### src/rtl/cpu_types_pkg.sv
// Shared CPU types: instruction-cache address split and cache FSM encoding.
package cpu_types_pkg;

    localparam int ITAG_W = 26;
    localparam int IIDX_W = 4;
    localparam int IBYT_W = 2;

    typedef struct packed {
        logic [ITAG_W-1:0] tag;
        logic [IIDX_W-1:0] idx;
        logic [IBYT_W-1:0] bytoff;
    } icachef_t;

    typedef enum logic {
        IDLE  = 1'b0,
        FETCH = 1'b1
    } icache_state_t;

endpackage

### src/rtl/icache_if.sv
// Datapath and memory-controller signals seen by the instruction cache.
interface icache_if;
    logic        imemREN;
    logic [31:0] imemaddr;
    logic        ihit;
    logic [31:0] imemload;
    logic        iREN;
    logic [31:0] iaddr;
    logic        iwait;
    logic [31:0] iload;

    modport master (
        output imemREN, imemaddr, iwait, iload,
        input  ihit, imemload, iREN, iaddr
    );

    modport slave (
        input  imemREN, imemaddr, iwait, iload,
        output ihit, imemload, iREN, iaddr
    );
endinterface

### src/rtl/icache.sv
// Direct-mapped 16-frame, one-word-per-frame read-only instruction cache.
// Latency: hit same cycle; miss returns (iwait-high cycles + 2) later.
// Backpressure: stalls the datapath (ihit low) while the controller holds iwait.
module icache
    import cpu_types_pkg::*;
(
    input logic     CLK,
    input logic     nRST,
    icache_if.slave bus
);

    localparam int NFRAMES = 1 << IIDX_W;

    icache_state_t                      state;
    icache_state_t                      next_state;
    logic [31:0]                        missaddr;
    logic [NFRAMES-1:0]                 valid_q;
    logic [NFRAMES-1:0][ITAG_W-1:0]     tag_q;
    logic [NFRAMES-1:0][31:0]           data_q;

    icachef_t    req_f;
    icachef_t    miss_f;
    logic        lookup_hit;
    logic        hit;
    logic        latch_miss;
    logic        fill;
    logic        iren_c;
    logic [31:0] iaddr_c;

    assign req_f      = icachef_t'(bus.imemaddr);
    assign miss_f     = icachef_t'(missaddr);
    assign lookup_hit = valid_q[req_f.idx] && (tag_q[req_f.idx] == req_f.tag);

    // Byte offsets play no part in a word-granular cache.
    logic unused_bytoff;
    assign unused_bytoff = ^{req_f.bytoff, miss_f.bytoff};

    always_comb begin
        next_state = state;
        hit        = 1'b0;
        latch_miss = 1'b0;
        fill       = 1'b0;
        iren_c     = 1'b0;
        iaddr_c    = 32'h0;
        case (state)
            IDLE: begin
                if (bus.imemREN) begin
                    if (lookup_hit) begin
                        hit = 1'b1;
                    end else begin
                        latch_miss = 1'b1;
                        next_state = FETCH;
                    end
                end
            end
            FETCH: begin
                // The request is held to missaddr regardless of what the datapath does now.
                iren_c  = 1'b1;
                iaddr_c = missaddr;
                if (!bus.iwait) begin
                    fill       = 1'b1;
                    next_state = IDLE;
                end
            end
            default: next_state = IDLE;
        endcase
    end

    // Outputs are forced quiet while reset is held, even before the state register clears.
    assign bus.ihit     = hit & nRST;
    assign bus.imemload = (hit && nRST) ? data_q[req_f.idx] : 32'h0;
    assign bus.iREN     = iren_c & nRST;
    assign bus.iaddr    = nRST ? iaddr_c : 32'h0;

    always_ff @(posedge CLK) begin
        if (!nRST) begin
            state    <= IDLE;
            missaddr <= 32'h0;
            valid_q  <= '0;
            tag_q    <= '0;
            data_q   <= '0;
        end else begin
            state <= next_state;
            if (latch_miss) begin
                missaddr <= {bus.imemaddr[31:2], 2'b00};
            end
            if (fill) begin
                valid_q[miss_f.idx] <= 1'b1;
                tag_q[miss_f.idx]   <= miss_f.tag;
                data_q[miss_f.idx]  <= bus.iload;
            end
        end
    end

endmodule

### src/flat_wrapper.sv
// flat-port wrapper written by rule: the top's interface ports become plain ports
module icache_flat import cpu_types_pkg::*;
  (CLK, nRST, bus_imemREN, bus_imemaddr, bus_iwait, bus_iload, bus_ihit, bus_imemload, bus_iREN, bus_iaddr);
  icache_if bus_i ();
  input logic CLK;
  input logic nRST;
  input wire logic [$bits(bus_i.imemREN)-1:0] bus_imemREN;
  input wire logic [$bits(bus_i.imemaddr)-1:0] bus_imemaddr;
  input wire logic [$bits(bus_i.iwait)-1:0] bus_iwait;
  input wire logic [$bits(bus_i.iload)-1:0] bus_iload;
  output wire logic [$bits(bus_i.ihit)-1:0] bus_ihit;
  output wire logic [$bits(bus_i.imemload)-1:0] bus_imemload;
  output wire logic [$bits(bus_i.iREN)-1:0] bus_iREN;
  output wire logic [$bits(bus_i.iaddr)-1:0] bus_iaddr;
  assign bus_i.imemREN = bus_imemREN;
  assign bus_i.imemaddr = bus_imemaddr;
  assign bus_i.iwait = bus_iwait;
  assign bus_i.iload = bus_iload;
  assign bus_ihit = bus_i.ihit;
  assign bus_imemload = bus_i.imemload;
  assign bus_iREN = bus_i.iREN;
  assign bus_iaddr = bus_i.iaddr;
  icache u_core (.CLK(CLK), .nRST(nRST), .bus(bus_i));
endmodule
### config.mk
export PLATFORM = sky130hd
export DESIGN_NAME = icache_flat
export DESIGN_NICKNAME = d
export VERILOG_FILES = /design/src/rtl/cpu_types_pkg.sv /design/src/rtl/icache_if.sv /design/src/rtl/icache.sv /design/src/flat_wrapper.sv
export SDC_FILE = /design/constraint.sdc
export NUM_CORES = 2
export LEC_CHECK = 0
export ABC_CLOCK_PERIOD_IN_PS = 2900
export BUFFER_PORTS_ARGS = -buffer_cell sky130_fd_sc_hd__buf_2
export CAP_MARGIN = 20
export CORE_ASPECT_RATIO = 0.9
export CORE_MARGIN = 5
export CORE_UTILIZATION = 55
export DETAILED_ROUTE_END_ITERATION = 7
export PLACE_DENSITY_LB_ADDON = 0.1
export RECOVER_POWER = 100
export SETUP_SLACK_MARGIN = 0.5
export SLEW_MARGIN = 20
export SYNTH_ARGS = -nofsm -noshare
export SYNTH_HDL_FRONTEND = slang
export SYNTH_SLANG_ARGS = --single-unit
### constraint.sdc
create_clock -name CLK -period 2.9 [get_ports CLK]
set_input_delay 0.145 -clock CLK [delete_from_list [all_inputs] [get_ports CLK]]
set_output_delay 0.145 -clock CLK [all_outputs]
set_load 0.1 [all_outputs]
# Word-level counts from Yosys, hierarchy flattened
# Cells that the tools add are included.
# W data, S select, Z words.
[op_classes] n_lt_le_gt_ge=3 n_eq_ne=1 n_mux=28 n_bitwise=4 reduce_logical=3
[ops] operator="$bwmux W512" count=1
[ops] operator="$bwmux W416" count=1
[ops] operator="$mux W32" count=5
[ops] operator="$bmux W32 S4" count=1
[ops] operator="$demux W32 S4" count=1
[ops] operator="$bmux W26 S4" count=1
[ops] operator="$demux W26 S4" count=1
[ops] operator="$mux W26" count=2
[ops] operator="$eq A26 B26 Y1" count=1
[ops] operator="$or A16 B16 Y16" count=1
[ops] operator="$mux W1" count=12
[ops] operator="$lt A4 B5 Y1 const B" count=2
[ops] operator="$bmux W1 S4" count=1
[ops] operator="$demux W1 S4" count=1
[ops] operator="$ge A4 B1 Y1 const B" count=1
[ops] operator="$logic_and A1 B1 Y1" count=3
[ops] operator="$and A1 B1 Y1" count=2
[ops] operator="$pmux W1 S2" count=1
[ops] operator="$not A1 Y1" count=1
[word_totals] regBits=975 wordCells=74

# Logic depth before layout (Yosys ltp)
[depth] word_depth=9 mapped_depth=13

# Least setup slack after synthesis
# Ideal clock, no wire load.
[synth_path] kind="in2out" startpoint="input port bus_imemaddr[2]" endpoint="output port bus_imemload[0]" arrival_time_ps=3734 required_time_ps=2755 setup_slack_ps=-979 cell_stages=12 path_buffers=4 cell_sequence="buf_6 buf_6 buf_4 mux4_2 a22oi_1 nand3_1 xnor2_1 nand2_1 nor4_2 nand4_2 buf_2 nor2b_1"
[synth_between] elab_chain_len=9 elab_cells_between_ends=13 cone_classes="eq/ne (1); mux (10); reduce/logical (2)"
[synth_lines] item="from (decl)" line_no="flat_wrapper.sv:8" text="input wire logic [$bits(bus_i.imemaddr)-1:0] bus_imemaddr;"
[synth_lines] item="$bmux W26 S4" line_no="icache.sv:32" text="assign lookup_hit = valid_q[req_f.idx] && (tag_q[req_f.idx] == req_f.tag);"
[synth_lines] item="$mux W26 (implied by the code)" line_no="icache.sv:32"
[synth_lines] item="$eq A26 B26 Y1" line_no="icache.sv:32"
[synth_lines] item="$logic_and A1 B1 Y1" line_no="icache.sv:32"
[synth_lines] item="$mux W1" line_no="icache.sv:48" text="if (lookup_hit) begin"
[synth_lines] item="$mux W1" line_no="icache.sv:47" text="if (bus.imemREN) begin"
[synth_lines] item="$mux W1" line_no="icache.sv:45" text="case (state)"
[synth_lines] item="$logic_and A1 B1 Y1" line_no="icache.sv:71" text="assign bus.imemload = (hit && nRST) ? data_q[req_f.idx] : 32'h0;"
[synth_lines] item="$mux W32 *" line_no="icache.sv:71"
[synth_lines] item="to (decl)" line_no="flat_wrapper.sv:12" text="output wire logic [$bits(bus_i.imemload)-1:0] bus_imemload;"
# Every way passes the cells marked *; elsewhere a longest branch is shown, timed or not. The select of a mux whose other input is x is not followed.

# Final worst setup path
[layout_path] startpoint="register u_core.tag_q[325] in the netlist's numbering" endpoint="output port bus_imemload[23]"
[layout_between] elab_chain_len=9
[layout_lines] item="from (decl)" line_no="icache.sv:18" text="logic [NFRAMES-1:0][ITAG_W-1:0] tag_q;"
[layout_lines] item="from (signal, indexed assignment)" line_no="icache.sv:89" text="tag_q[miss_f.idx] <= miss_f.tag;"
[layout_lines] item="$bmux W26 S4" line_no="icache.sv:32"
[layout_lines] item="$mux W26 (implied by the code)" line_no="icache.sv:32"
[layout_lines] item="$eq A26 B26 Y1" line_no="icache.sv:32"
[layout_lines] item="$logic_and A1 B1 Y1" line_no="icache.sv:32"
[layout_lines] item="$mux W1" line_no="icache.sv:48"
[layout_lines] item="$mux W1" line_no="icache.sv:47"
[layout_lines] item="$mux W1" line_no="icache.sv:45"
[layout_lines] item="$logic_and A1 B1 Y1" line_no="icache.sv:71"
[layout_lines] item="$mux W32" line_no="icache.sv:71"
# Every way passes these cells. The select of a mux whose other input is x is not followed.

==> run summary <==
Util after Layout: 64.2%
CTS tree: built
# DRC: 0
mapped cell area: 0.0442 mm^2
max capacitance violation total: 1
Num CTS Buffers: 99
router iterations before antenna repair: 6
Seq/Total Area, Yosys: 44.2%
Post-DRT Antenna Nets: 0
RePlAce Congestion: 0.866
fin nets: 4965
pwr dens: 562 mW/mm^2
largest net degree at the start of global routing: 170
total power: 28.7 mW
leakage power: 17.0 nW
I/O Buffers: 129
final critical-path required period: 3.71 ns
syn_area_per_cell: 8.98 um^2
synth unique cells: 49
WL per Instance: 23.9 um
Worst R2R Setup Slack: -0.24 ns
CTS Buffer Depth: 3
vias: 35900
layout cells sized above 1: 16.3%
Clk Latency, worst-skew pair: 0.67 ns
Rows: 98
unrepaired setup endpoints after global routing: true
Clock Sink Count: 975
number of global-route vias before repair: 34500
fin worst setup slack: -0.811 ns
final hold violations: 0
CP required: 2.76 ns
Post-Synthesis Cells: 4920
failing checks: max-capacitance violations, negative setup slack
Hold Crit Class: in2reg
GRT Resource Usage Total: 32.5%
Synth Register Bits: 975
global route overflow: 0
final setup fails: 82
CP endpoint kind: primary output
Critical Path Start Type: flop
Clock Skews: 0.0288 ns
CP Data Arrival Time: 3.57 ns
final wirelength: 144000 um
Initial Utilization: 55.5%
commonest non-fill, non-tap cells in the layout: nand2_1 (1940), dfxtp_1 (971), a21boi_0 (928)
actual slew at the worst max-slew pin: 1.49 ns
antenna violations before repair: 1
Placeable Area: 0.0796 mm^2
max frequency: 269 MHz
share of the synthesized area in the top cell type: 44.2%
Area Growth Syn to Fin: 15.7%
first-pass GRT wire length: 215000 um
cell taking the most area after synthesis: dfxtp_1
Reg clk slew, reported paths: 0.06 ns
dpl hpwl: 80400 um
vias per inst: 5.95
Root Buffer: clkbuf_16
setup_tns: -30.91 ns
Crit Path Category: reg2out
worst vdd ir: 411 uV
Register-to-Register Path Depth: 13
CTS HTree Levels: 3
Top-Level Pins: 134
end point of the critical path: bus_imemload[23]
fin crit share: 128%
Place WS: -0.490 ns
die area: 0.0861 mm^2
commonest non-fill, non-tap cell in the layout: nand2_1
crit-path max FO: 7
worst reg2reg startpoint: u_core.tag_q[325]$_SDFFE_PN0P_
reg2reg end: u_core.state$_SDFF_PN0_
slew margin rel.: 0.684%
Critical path origin: u_core.tag_q[325]$_SDFFE_PN0P_
DRT iter0 DRCs: 4197
Die W: 309 um
Die Height: 279 um
outcome: finished with violations
Yosys warnings: 0
top post-synthesis cells by area: dfxtp_1 (44%), nand2_1 (17%), a21boi_0 (16%)
Max Slew Vio Count: 0
==> stage by stage <==
step	hold WS, ns	area, um^2	instances
2_1_floorplan	0.287	44600	4921
4_1_cts	0.0237	51500	6023
5_1_grt	0.0637	51100	6030
6_report	0.0705	51100	6031
3_3_place_gp	0.436	47300	5773
3_5_place_dp	0.443	47300	5773
==> state kept, by name, summed over array words and instances (netlist names) <==
| signal | cells |
|---|---|
| u_core.data_q | 512 |
| u_core.state | 1 |
| u_core.miss_f | 30 |
| u_core.valid_q | 16 |
| u_core.tag_q | 416 |
==> repair_timing <==
action | 4_1_cts | 5_1_grt
setup endpoints to repair | 162 | 68
pin swaps | 3 | 3
setup buffers | 3 | 4
cloned | 2 | 3
hold buffers | 61 | 0
endpoints found under the hold margin | 569 | 0
gates resized for setup | 17 | 14
==> routing by layer <==
| metal | part of all wire [%] | global-route usage, % | up-vias |
|---|---|---|---|
| met5 | 0 | 0 | - |
| met4 | 3.2 | 10.4 | 0 |
| met3 | 8.8 | 6.20 | 312 |
| met2 | 46 | 51.2 | 1621 |
| met1 | 42 | 45.9 | 17600 |
| li1 | - | - | 16300 |
==> cell usage after synthesis (all sizes together) <==
master and n:
o221ai 1, mux2i 78, a32oi 1, a31oi 3, nand2 1952, nor2 18
a22oi 2, a2111oi 1, a21bo 1, nor3 7, inv 6, and2 3
nand4b 1, nor4 1, nand4 3, xnor2 23, a311oi 1, a21boi 928
nand3 12, a221o 1, buf 73, nor3b 1, mux4 271, mux2 1
nor2b 39, o22ai 3, or3 1, or2 1, a21oi 5, nor4b 1
o32ai 1, o21a 17, o21ai 3, conb 1, a2bb2oi 1, xor2 9
and3 31, clkbuf 436, nand2b 4, o211ai 2, a21o 1, dfxtp 975
==> critical path, cell delays in order, from the launching register on <==
cell and delay [ns]:
dfxtp_2 0.32, mux4_2 0.47, mux4_2 0.49, xnor2_2 0.15, buf_4 0.14, nand4_1 0.13
a2111oi_4 0.33, nand4_4 0.15, buf_12 0.19, buf_16 0.16, nor2b_4 0.14, buf_12 0.18
==> report_power, final <==
group          switching (mW)  internal, mW  total [mW]  leakage [nW]
sequential              0.130          13.5        13.6          7.86
clock                    5.47          7.90        13.4          1.68
combinational            1.04         0.692        1.73          7.45
total                    6.64          22.1        28.7          17.0
==> cells by family (layout without fill, tap and decap cells) <==
logic type	Yosys count	count (layout)	share of synthesized area (%)
simple gates	2075	2075	18.2
flops	975	975	44.2
compound gates	972	972	16.6
buf+inv	515	574	4.73
mux	350	350	15.6
xor+xnor	32	32	0.635
other cells	1	3	0.00849
==> how the worst min path moves through the flow <==
stage / start / endpoint / slack [ns] / cells after the start
after global routing: bus_imemaddr[2] / u_core.miss_f[2]$_SDFFE_PN0P_ / 0.06 / 4
after CTS: bus_imemaddr[2] / u_core.miss_f[2]$_SDFFE_PN0P_ / 0.02 / 4
after floorplan: bus_imemaddr[10] / u_core.miss_f[10]$_SDFFE_PN0P_ / 0.29 / 2
after global placement: bus_imemaddr[17] / u_core.miss_f[17]$_SDFFE_PN0P_ / 0.44 / 3
after detailed placement: bus_imemaddr[17] / u_core.miss_f[17]$_SDFFE_PN0P_ / 0.44 / 3
final: bus_imemaddr[2] / u_core.miss_f[2]$_SDFFE_PN0P_ / 0.07 / 4
==> layout make-up <==
| class | instances | area [um^2] |
|---|---|---|
| Fill cell | 6532 | 28500 |
| Multi-Input combinational cell | 3431 | 23000 |
| Sequential cell | 975 | 19500 |
| Timing Repair Buffer | 384 | 3800 |
| Clock buffer | 153 | 2990 |
| Tap cell | 1050 | 1310 |
| Clock inverter | 31 | 429 |
| Inverter | 6 | 28.8 |
| Antenna cell | 1 | 2.50 |
Note: power is estimated with default switching activity, not from simulation.
